### src/rtl/vending_pkg.sv
// Shared types for the change dispenser: FSM states, coin values and one-hot coin codes.
// The one-hot code order matches money[2:0]: bit0 = 5, bit1 = 10, bit2 = 20.
package vending_pkg;

  typedef enum logic [2:0] {
    ST_IDLE     = 3'd0,
    ST_CALC     = 3'd1,
    ST_SELECT   = 3'd2,
    ST_WAIT_ACK = 3'd3,
    ST_GAP      = 3'd4,
    ST_DONE     = 3'd5,
    ST_FAULT    = 3'd6
  } state_e;

  localparam logic [7:0] VAL_5  = 8'd5;
  localparam logic [7:0] VAL_10 = 8'd10;
  localparam logic [7:0] VAL_20 = 8'd20;

  localparam logic [2:0] SEL_NONE = 3'b000;
  localparam logic [2:0] SEL_5    = 3'b001;
  localparam logic [2:0] SEL_10   = 3'b010;
  localparam logic [2:0] SEL_20   = 3'b100;

  function automatic logic [7:0] coin_value(input logic [2:0] sel);
    logic [7:0] val;
    case (sel)
      SEL_5:   val = VAL_5;
      SEL_10:  val = VAL_10;
      SEL_20:  val = VAL_20;
      default: val = 8'd0;
    endcase
    return val;
  endfunction

  // Largest coin that still fits in the remaining change and is in stock.
  function automatic logic [2:0] pick_coin(input logic [7:0] left, input logic [2:0] avail);
    logic [2:0] sel;
    sel = SEL_NONE;
    if (left >= VAL_20 && avail[2])      sel = SEL_20;
    else if (left >= VAL_10 && avail[1]) sel = SEL_10;
    else if (left >= VAL_5 && avail[0])  sel = SEL_5;
    return sel;
  endfunction

endpackage

### src/rtl/coin_stock.sv
// Per-denomination coin stock: loads INIT_* on reset, decrements on a granted coin,
// and reports which denominations are non-empty.
module coin_stock
  import vending_pkg::*;
#(
  parameter int INIT_COIN_5  = 8,
  parameter int INIT_COIN_10 = 8,
  parameter int INIT_COIN_20 = 4
) (
  input  logic       clk,
  input  logic       reset,
  input  logic [2:0] take_i,
  output logic [2:0] avail_o
);

  logic [7:0] cnt5_q, cnt10_q, cnt20_q;

  // Counters stop at zero; the selector never asks for an empty denomination anyway.
  always_ff @(posedge clk) begin
    if (reset) begin
      cnt5_q  <= 8'(INIT_COIN_5);
      cnt10_q <= 8'(INIT_COIN_10);
      cnt20_q <= 8'(INIT_COIN_20);
    end else begin
      if (take_i[0] && cnt5_q != 8'd0)  cnt5_q  <= cnt5_q - 8'd1;
      if (take_i[1] && cnt10_q != 8'd0) cnt10_q <= cnt10_q - 8'd1;
      if (take_i[2] && cnt20_q != 8'd0) cnt20_q <= cnt20_q - 8'd1;
    end
  end

  assign avail_o = {cnt20_q != 8'd0, cnt10_q != 8'd0, cnt5_q != 8'd0};

endmodule

### src/rtl/change_dispenser.sv
// Pays out sum_money - price one coin at a time over a req/ack handshake, largest first.
// Optional ack timeout with sticky fault: define DISPENSE_TIMEOUT_EN.
module change_dispenser
  import vending_pkg::*;
#(
  parameter int INIT_COIN_5  = 8,
  parameter int INIT_COIN_10 = 8,
  parameter int INIT_COIN_20 = 4,
  parameter int ACK_TIMEOUT  = 255
) (
  input  logic       clk,
  input  logic       reset,
  input  logic       start_change,
  input  logic [7:0] sum_money,
  input  logic [7:0] price,
  input  logic       hopper_ack,
  output logic       coin_req,
  output logic [2:0] coin_sel,
  output logic       busy,
  output logic       done_change,
  output logic       short_change,
  output logic [7:0] change_left,
  output logic       fault
);

  state_e     state_q, state_d;
  logic [7:0] sum_q, sum_d;
  logic [7:0] price_q, price_d;
  logic [7:0] left_q, left_d;
  logic [2:0] sel_q, sel_d;
  logic [2:0] pick;
  logic [2:0] take;
  logic [2:0] avail;

  coin_stock #(
    .INIT_COIN_5  (INIT_COIN_5),
    .INIT_COIN_10 (INIT_COIN_10),
    .INIT_COIN_20 (INIT_COIN_20)
  ) u_stock (
    .clk     (clk),
    .reset   (reset),
    .take_i  (take),
    .avail_o (avail)
  );

  assign pick = pick_coin(left_q, avail);

`ifdef DISPENSE_TIMEOUT_EN
  localparam logic [7:0] TMO_LAST = 8'(ACK_TIMEOUT - 1);
  logic [7:0] tmo_q, tmo_d;

  always_ff @(posedge clk) begin
    if (reset) tmo_q <= 8'd0;
    else       tmo_q <= tmo_d;
  end
`else
  logic unused_timeout;
  assign unused_timeout = (ACK_TIMEOUT != 0);
`endif

  always_ff @(posedge clk) begin
    if (reset) begin
      state_q <= ST_IDLE;
      sum_q   <= 8'd0;
      price_q <= 8'd0;
      left_q  <= 8'd0;
      sel_q   <= SEL_NONE;
    end else begin
      state_q <= state_d;
      sum_q   <= sum_d;
      price_q <= price_d;
      left_q  <= left_d;
      sel_q   <= sel_d;
    end
  end

  always_comb begin
    state_d = state_q;
    sum_d   = sum_q;
    price_d = price_q;
    left_d  = left_q;
    sel_d   = sel_q;
    take    = SEL_NONE;
`ifdef DISPENSE_TIMEOUT_EN
    tmo_d   = tmo_q;
`endif
    case (state_q)
      ST_IDLE: begin
        if (start_change) begin
          sum_d   = sum_money;
          price_d = price;
          state_d = ST_CALC;
        end
      end
      ST_CALC: begin
        left_d  = (sum_q < price_q) ? 8'd0 : sum_q - price_q;
        state_d = ST_SELECT;
      end
      ST_SELECT: begin
        sel_d   = pick;
        state_d = (pick != SEL_NONE) ? ST_WAIT_ACK : ST_DONE;
`ifdef DISPENSE_TIMEOUT_EN
        tmo_d   = 8'd0;
`endif
      end
      ST_WAIT_ACK: begin
        if (hopper_ack) begin
          take    = sel_q;
          left_d  = left_q - coin_value(sel_q);
          sel_d   = SEL_NONE;
          state_d = ST_GAP;
        end
`ifdef DISPENSE_TIMEOUT_EN
        else if (tmo_q == TMO_LAST) begin
          sel_d   = SEL_NONE;
          state_d = ST_FAULT;
        end else begin
          tmo_d = tmo_q + 8'd1;
        end
`endif
      end
      ST_GAP:   state_d = ST_SELECT;
      ST_DONE:  state_d = ST_IDLE;
      ST_FAULT: state_d = ST_FAULT;
      default:  state_d = ST_IDLE;
    endcase
  end

  assign coin_req     = (state_q == ST_WAIT_ACK);
  assign coin_sel     = sel_q;
  assign busy         = (state_q != ST_IDLE);
  assign done_change  = (state_q == ST_DONE);
  assign short_change = (state_q == ST_DONE) && (left_q != 8'd0);
  assign change_left  = left_q;
`ifdef DISPENSE_TIMEOUT_EN
  assign fault        = (state_q == ST_FAULT);
`else
  assign fault        = 1'b0;
`endif

endmodule

### config.mk
export PLATFORM = sky130hd
export DESIGN_NAME = change_dispenser
export DESIGN_NICKNAME = d
export VERILOG_FILES = /design/src/rtl/vending_pkg.sv /design/src/rtl/coin_stock.sv /design/src/rtl/change_dispenser.sv
export SDC_FILE = /design/constraint.sdc
export NUM_CORES = 1
export LEC_CHECK = 0
export CAP_MARGIN = 20
export CORE_MARGIN = 5
export CORE_UTILIZATION = 48
export DETAILED_ROUTE_END_ITERATION = 8
export PLACE_DENSITY = 0.71
export SYNTH_ARGS = -nofsm -noshare
export SYNTH_HDL_FRONTEND = slang
export SYNTH_SLANG_ARGS = --single-unit
### constraint.sdc
create_clock -name clk -period 2.8 [get_ports clk]
set_clock_uncertainty 0.05 [all_clocks]
set_input_delay 0.42 -clock clk [delete_from_list [all_inputs] [get_ports clk]]
set_output_delay 0.42 -clock clk [all_outputs]
set_load 0.01 [all_outputs]
# == After elaboration in Yosys (flattened, before gate mapping) ==
# Cells that the tools add are included.
# word_totals
reg_bits,54
inputBits,20
out_inout_bits,16
word_cells,66
# classes
n_addsub,5
order_cmp,4
n_eq_ne,11
n_mux,17
n_reduce_logical,21
# ops
operator,count
$mux W8,4
$reduce_bool A8 Y1,4
$sub A8 B1 Y8 const B,3
$mux W3,7
$pmux W8 S2,1
$sub A8 B8 Y8,2
$pmux W3 S5,1
$pmux W5 S3,1
$eq A3 B3 Y1 const B,4
$eq A3 B2 Y1 const B,3
$ge A8 B3 Y1 const B,1
$ge A8 B4 Y1 const B,1
$ge A8 B5 Y1 const B,1
$lt A8 B8 Y1,1
$reduce_and A2 Y1,4
$logic_and A1 B1 Y1,7
$eq A3 B1 Y1 const B,2
$pmux W3 S2,1
$reduce_bool A3 Y1,2
$ne A2 B2 Y1 const B,2
$reduce_bool A2 Y1,2
$logic_not A3 Y1,1
$mux W2,1
$reduce_or A2 Y1,1
$mux W1,1

# == Logic depth before layout (Yosys ltp) ==
# depth
word_depth,8
ltp_mapped,10
ltp_nobuf,10

# == Modules after synthesis ==
# From an unflattened synthesis, not the netlist that was laid out.
# hier_totals
hier_cells,407
hier_area_um2,3253.1
# by_module_without_submodules
mod,instances,cells_each,area_per_inst_um2
change_dispenser,1,263,1980.6
coin_stock,1,144,1272.5

# == Worst setup path after synthesis ==
# OpenSTA, ideal clock, no wires.
# synth_timing
kind,flip-flop to flip-flop
startpoint,"reg sel_q[1], in the netlist coin_sel[1]"
endpoint,"reg left_q[7], in the netlist change_left[7]"
arrival_time_ps,2323
required_time_ps,2675
path_slack_ps,352
path_stages_with_launch,9
path_buffers,0
path_cell_list,dfxtp_1 > or3b_2 > ha_1 > nor2b_1 > o31a_1 > o21ai_0 > nor4bb_1 > a211oi_1 > o22ai_1
# synth_via
elab_chain_len,7
word_cells_on_any_way,9
# synth_lines
element,line,source
start: declaration,change_dispenser.sv:30,"logic [2:0] sel_q, sel_d;"
start signal: assignment,change_dispenser.sv:73,sel_q <= sel_d;
$eq A3 B3 Y1 (tied with other cells),vending_pkg.sv:26,case (sel)
$pmux W5 S3 (*),vending_pkg.sv:26,
$mux W8 (*),change_dispenser.sv:107,if (hopper_ack) begin
$mux W8 (*),change_dispenser.sv:87,case (state_q)
$sub A8 B8 Y8 (*),change_dispenser.sv:109,left_d = left_q - coin_value(sel_q);
$mux W8 (*),change_dispenser.sv:107,
$pmux W8 S2 (*),change_dispenser.sv:87,
end signal: assignment,change_dispenser.sv:72,left_q <= left_d;
end: declaration,change_dispenser.sv:29,"logic [7:0] left_q, left_d;"
# Mark *: on every way between the ends. The rest lies on a longest branch, timed or not. The select of a mux whose other input is x is not followed.
# A chain may end at the register's enable or synchronous reset.

# == Worst setup path in the final report ==
# layout_timing
startpoint,"reg sel_q[2], in the netlist coin_sel[2]"
endpoint,"reg left_q[6], in the netlist change_left[6]"
# Same word-level chain as after synthesis.

==> out/results.ini <==
[status]
status = finished, final reports clean

[placement]
dp.cells = 459
gp_congestion = 0.883
io_buffers = 34
hpwl_um = 4780

[yosys]
synth_async_sr_flop_share_pct = 0
syn_inst = 361
syn_area_um2 = 2900
synth-seq-cells = 54
ys_warn_count = 0
syn_nets = 399
synth_flop_cell = dfxtp_1
avgSynthCellArea_um2 = 8.04
synth_edf_count = 0
ys_seq_area_share_pct = 37.2
ys_types = 47

[global_route]
track_usage_pct = 17.8
use_met2_pct = 27.5
top_usage_layer = met2
antenna_found_initial = 0
grt_max_degree = 56
use_met1_pct = 24.6
grtUsageMet3_pct = 3.39
grt_pass1_vias = 2408
gr-total-overflow = 0
grt_pass1_wl_um = 10900

[routing]
firstDrtPassIters = 4
routed_via_density = 5.47
drc_errors = 0
wire_per_inst_um = 13.5
drtIter0Drc = 137
routed_wl_um = 6310
vias = 2553
postRouteAntennaNets = 0

[pwr]
sw_frac_of_total_pct = 38.8
power.density_nw_per_um2 = 736
p_sw_mw = 0.969
comb_power_share_pct = 43.2
ir_drop_uv = 302
power.share.clock_pct = 18.4
seqPwrFrac_pct = 38.4
power_leakage_nw = 1.22
power.internal_mw = 1.53

[sta]
setup_viol = 0
fin_tns_setup_ns = 0
worst_pin_slew_ns = 1.00
slew_headroom_pct = 33.1
max_freq_mhz = 393
finalCritPeriodShare_pct = 91.0
hold_viol = 0
rsz0062_at_grt = false
fin_crit_ns = 2.55
slew_violations = 0

[critical_path]
cp_max_fo = 7
worstSetupStartpointType = flop
path_class = reg2reg
cp.required_ns = 2.98
cp.arrival_ns = 2.73
end_kind = flop

[job]
cap_violations = 0

[cts]
cts_made_buffers = 5
cts_setup_buffers = 0
cts.sinks = 54
hold_buffers = 0
cts-root-buf = clkbuf_8
post_cts_resized = 0
cts-htree-levels = 2
clock_latency_ns = 0.31
clockBufferDepth = 2
clkTransAtPathRegs_ns = 0.10
cts_tree = done

[floorplan]
row_count = 28
coreArea_um2 = 5890
die_w_um = 87.8
initial_core_util_pct = 49.3
die-area_um2 = 7710
die_y_um = 87.8
io_pins = 36

[final_layout]
area_growth_pct = 16.9
n_antenna_cell = 0
final_nets = 429
final_cells = 467
layout_commonest_cell = dfxtp_1
fin_util_pct = 57.7
layout_common_cells = 52 x dfxtp_1, 51 x nand2_1, 42 x nor2_1
drive_above_1_share_pct = 4.34

[worst_hold_path]
hold_class = reg2reg

[cell usage after synthesis, types with 3 or more instances]
cell	n	area share [%]
clkbuf_1	11	1.4
nor3_1	17	2.9
a211oi_1	10	2.6
xnor2_1	17	5.1
a221oi_1	3	0.90
a21oi_1	28	4.8
ha_1	16	6.9
nand2b_1	10	2.2
nor4_1	3	0.65
xor2_1	9	2.7
nand2_1	51	6.6
nor2_1	42	5.4
o21a_1	4	1.0
a21o_1	5	1.3
inv_1	20	2.6
nor2b_1	3	0.65
o21ai_0	17	2.9
dfxtp_1	54	37
or4_1	5	1.3
[routing by layer]
metal  wire [um]  part of all wire [%]  vias to the layer above
met2        2810                    45                       53
met4         136                   2.2                        0
met1        3080                    49                     1178
li1            -                     -                     1310
met3         274                   4.3                       12
met5           0                     0                        -
[sequential cells by signal, summed over array words and instances, names as in the netlist]
name             flops
price_q              8
coin_sel             3
state_q              3
u_stock.cnt20_q      8
sum_q                8
u_stock.cnt10_q      8
change_left          8
u_stock.cnt5_q       8
[worst paths after layout]
path,slack (ns),cells past startpoint,startpoint,to
setup reg to reg,0.25,8,coin_sel[2],change_left[6]
setup / recovery,0.25,8,coin_sel[2],change_left[6]
hold reg to reg,0.41,2,price_q[1],price_q[1]
hold / removal,0.41,2,price_q[1],price_q[1]
[logic make-up after synthesis]
| logic type | share of synthesized area (%) |
|---|---|
| other | 0.129 |
| DFF | 37.2 |
| xor gates and xnor gates | 7.84 |
| AOI/OAI and AO/OA | 18.6 |
| and+or+nand+nor | 23.6 |
| adders and majority gates | 8.27 |
| buffers and inverters | 4.39 |
[through the flow]
step / hold WS [ns] / instance area (um^2) / power (mW) / worst slack (ns)
after detailed placement: 0.404 / 3290 / 2.04 / 0.172
after floorplan: 0.386 / 2900 / 1.73 / 0.352
after global routing: 0.444 / 3390 / 2.70 / 0.0351
after CTS: 0.419 / 3390 / 2.51 / 0.139
final: 0.413 / 3390 / 2.50 / 0.253
after global placement: 0.396 / 3290 / 2.02 / 0.298
[power groups by stage]
stage	Clock (mW)	Sequential (mW)	Combinational (mW)
global placement	0	0.970	1.05
detailed placement	0	0.975	1.07
global route	0.510	0.974	1.22
CTS	0.479	0.958	1.07
floorplan	0	0.955	0.773
finish	0.461	0.959	1.08
[critical path, stage by stage (launching register included)]
cell and delay [ns]:
dfxtp_1 0.39, or3b_2 0.52, fa_1 0.47, a211oi_1 0.31, o21ai_0 0.17, xor2_1 0.15, o21ai_0 0.14, a21oi_1 0.06
nor3_1 0.19
[cell type report]
cell class / count / area, um^2
fillers: 556 / 2490
multi-input cells: 274 / 1700
flip-flops and latches: 54 / 1080
repair buffers: 35 / 343
well taps: 75 / 93.8
inverters: 21 / 78.8
clock buffers: 5 / 68.8
clock inverters: 3 / 26.3
Note: power is estimated with default switching activity, not from simulation.
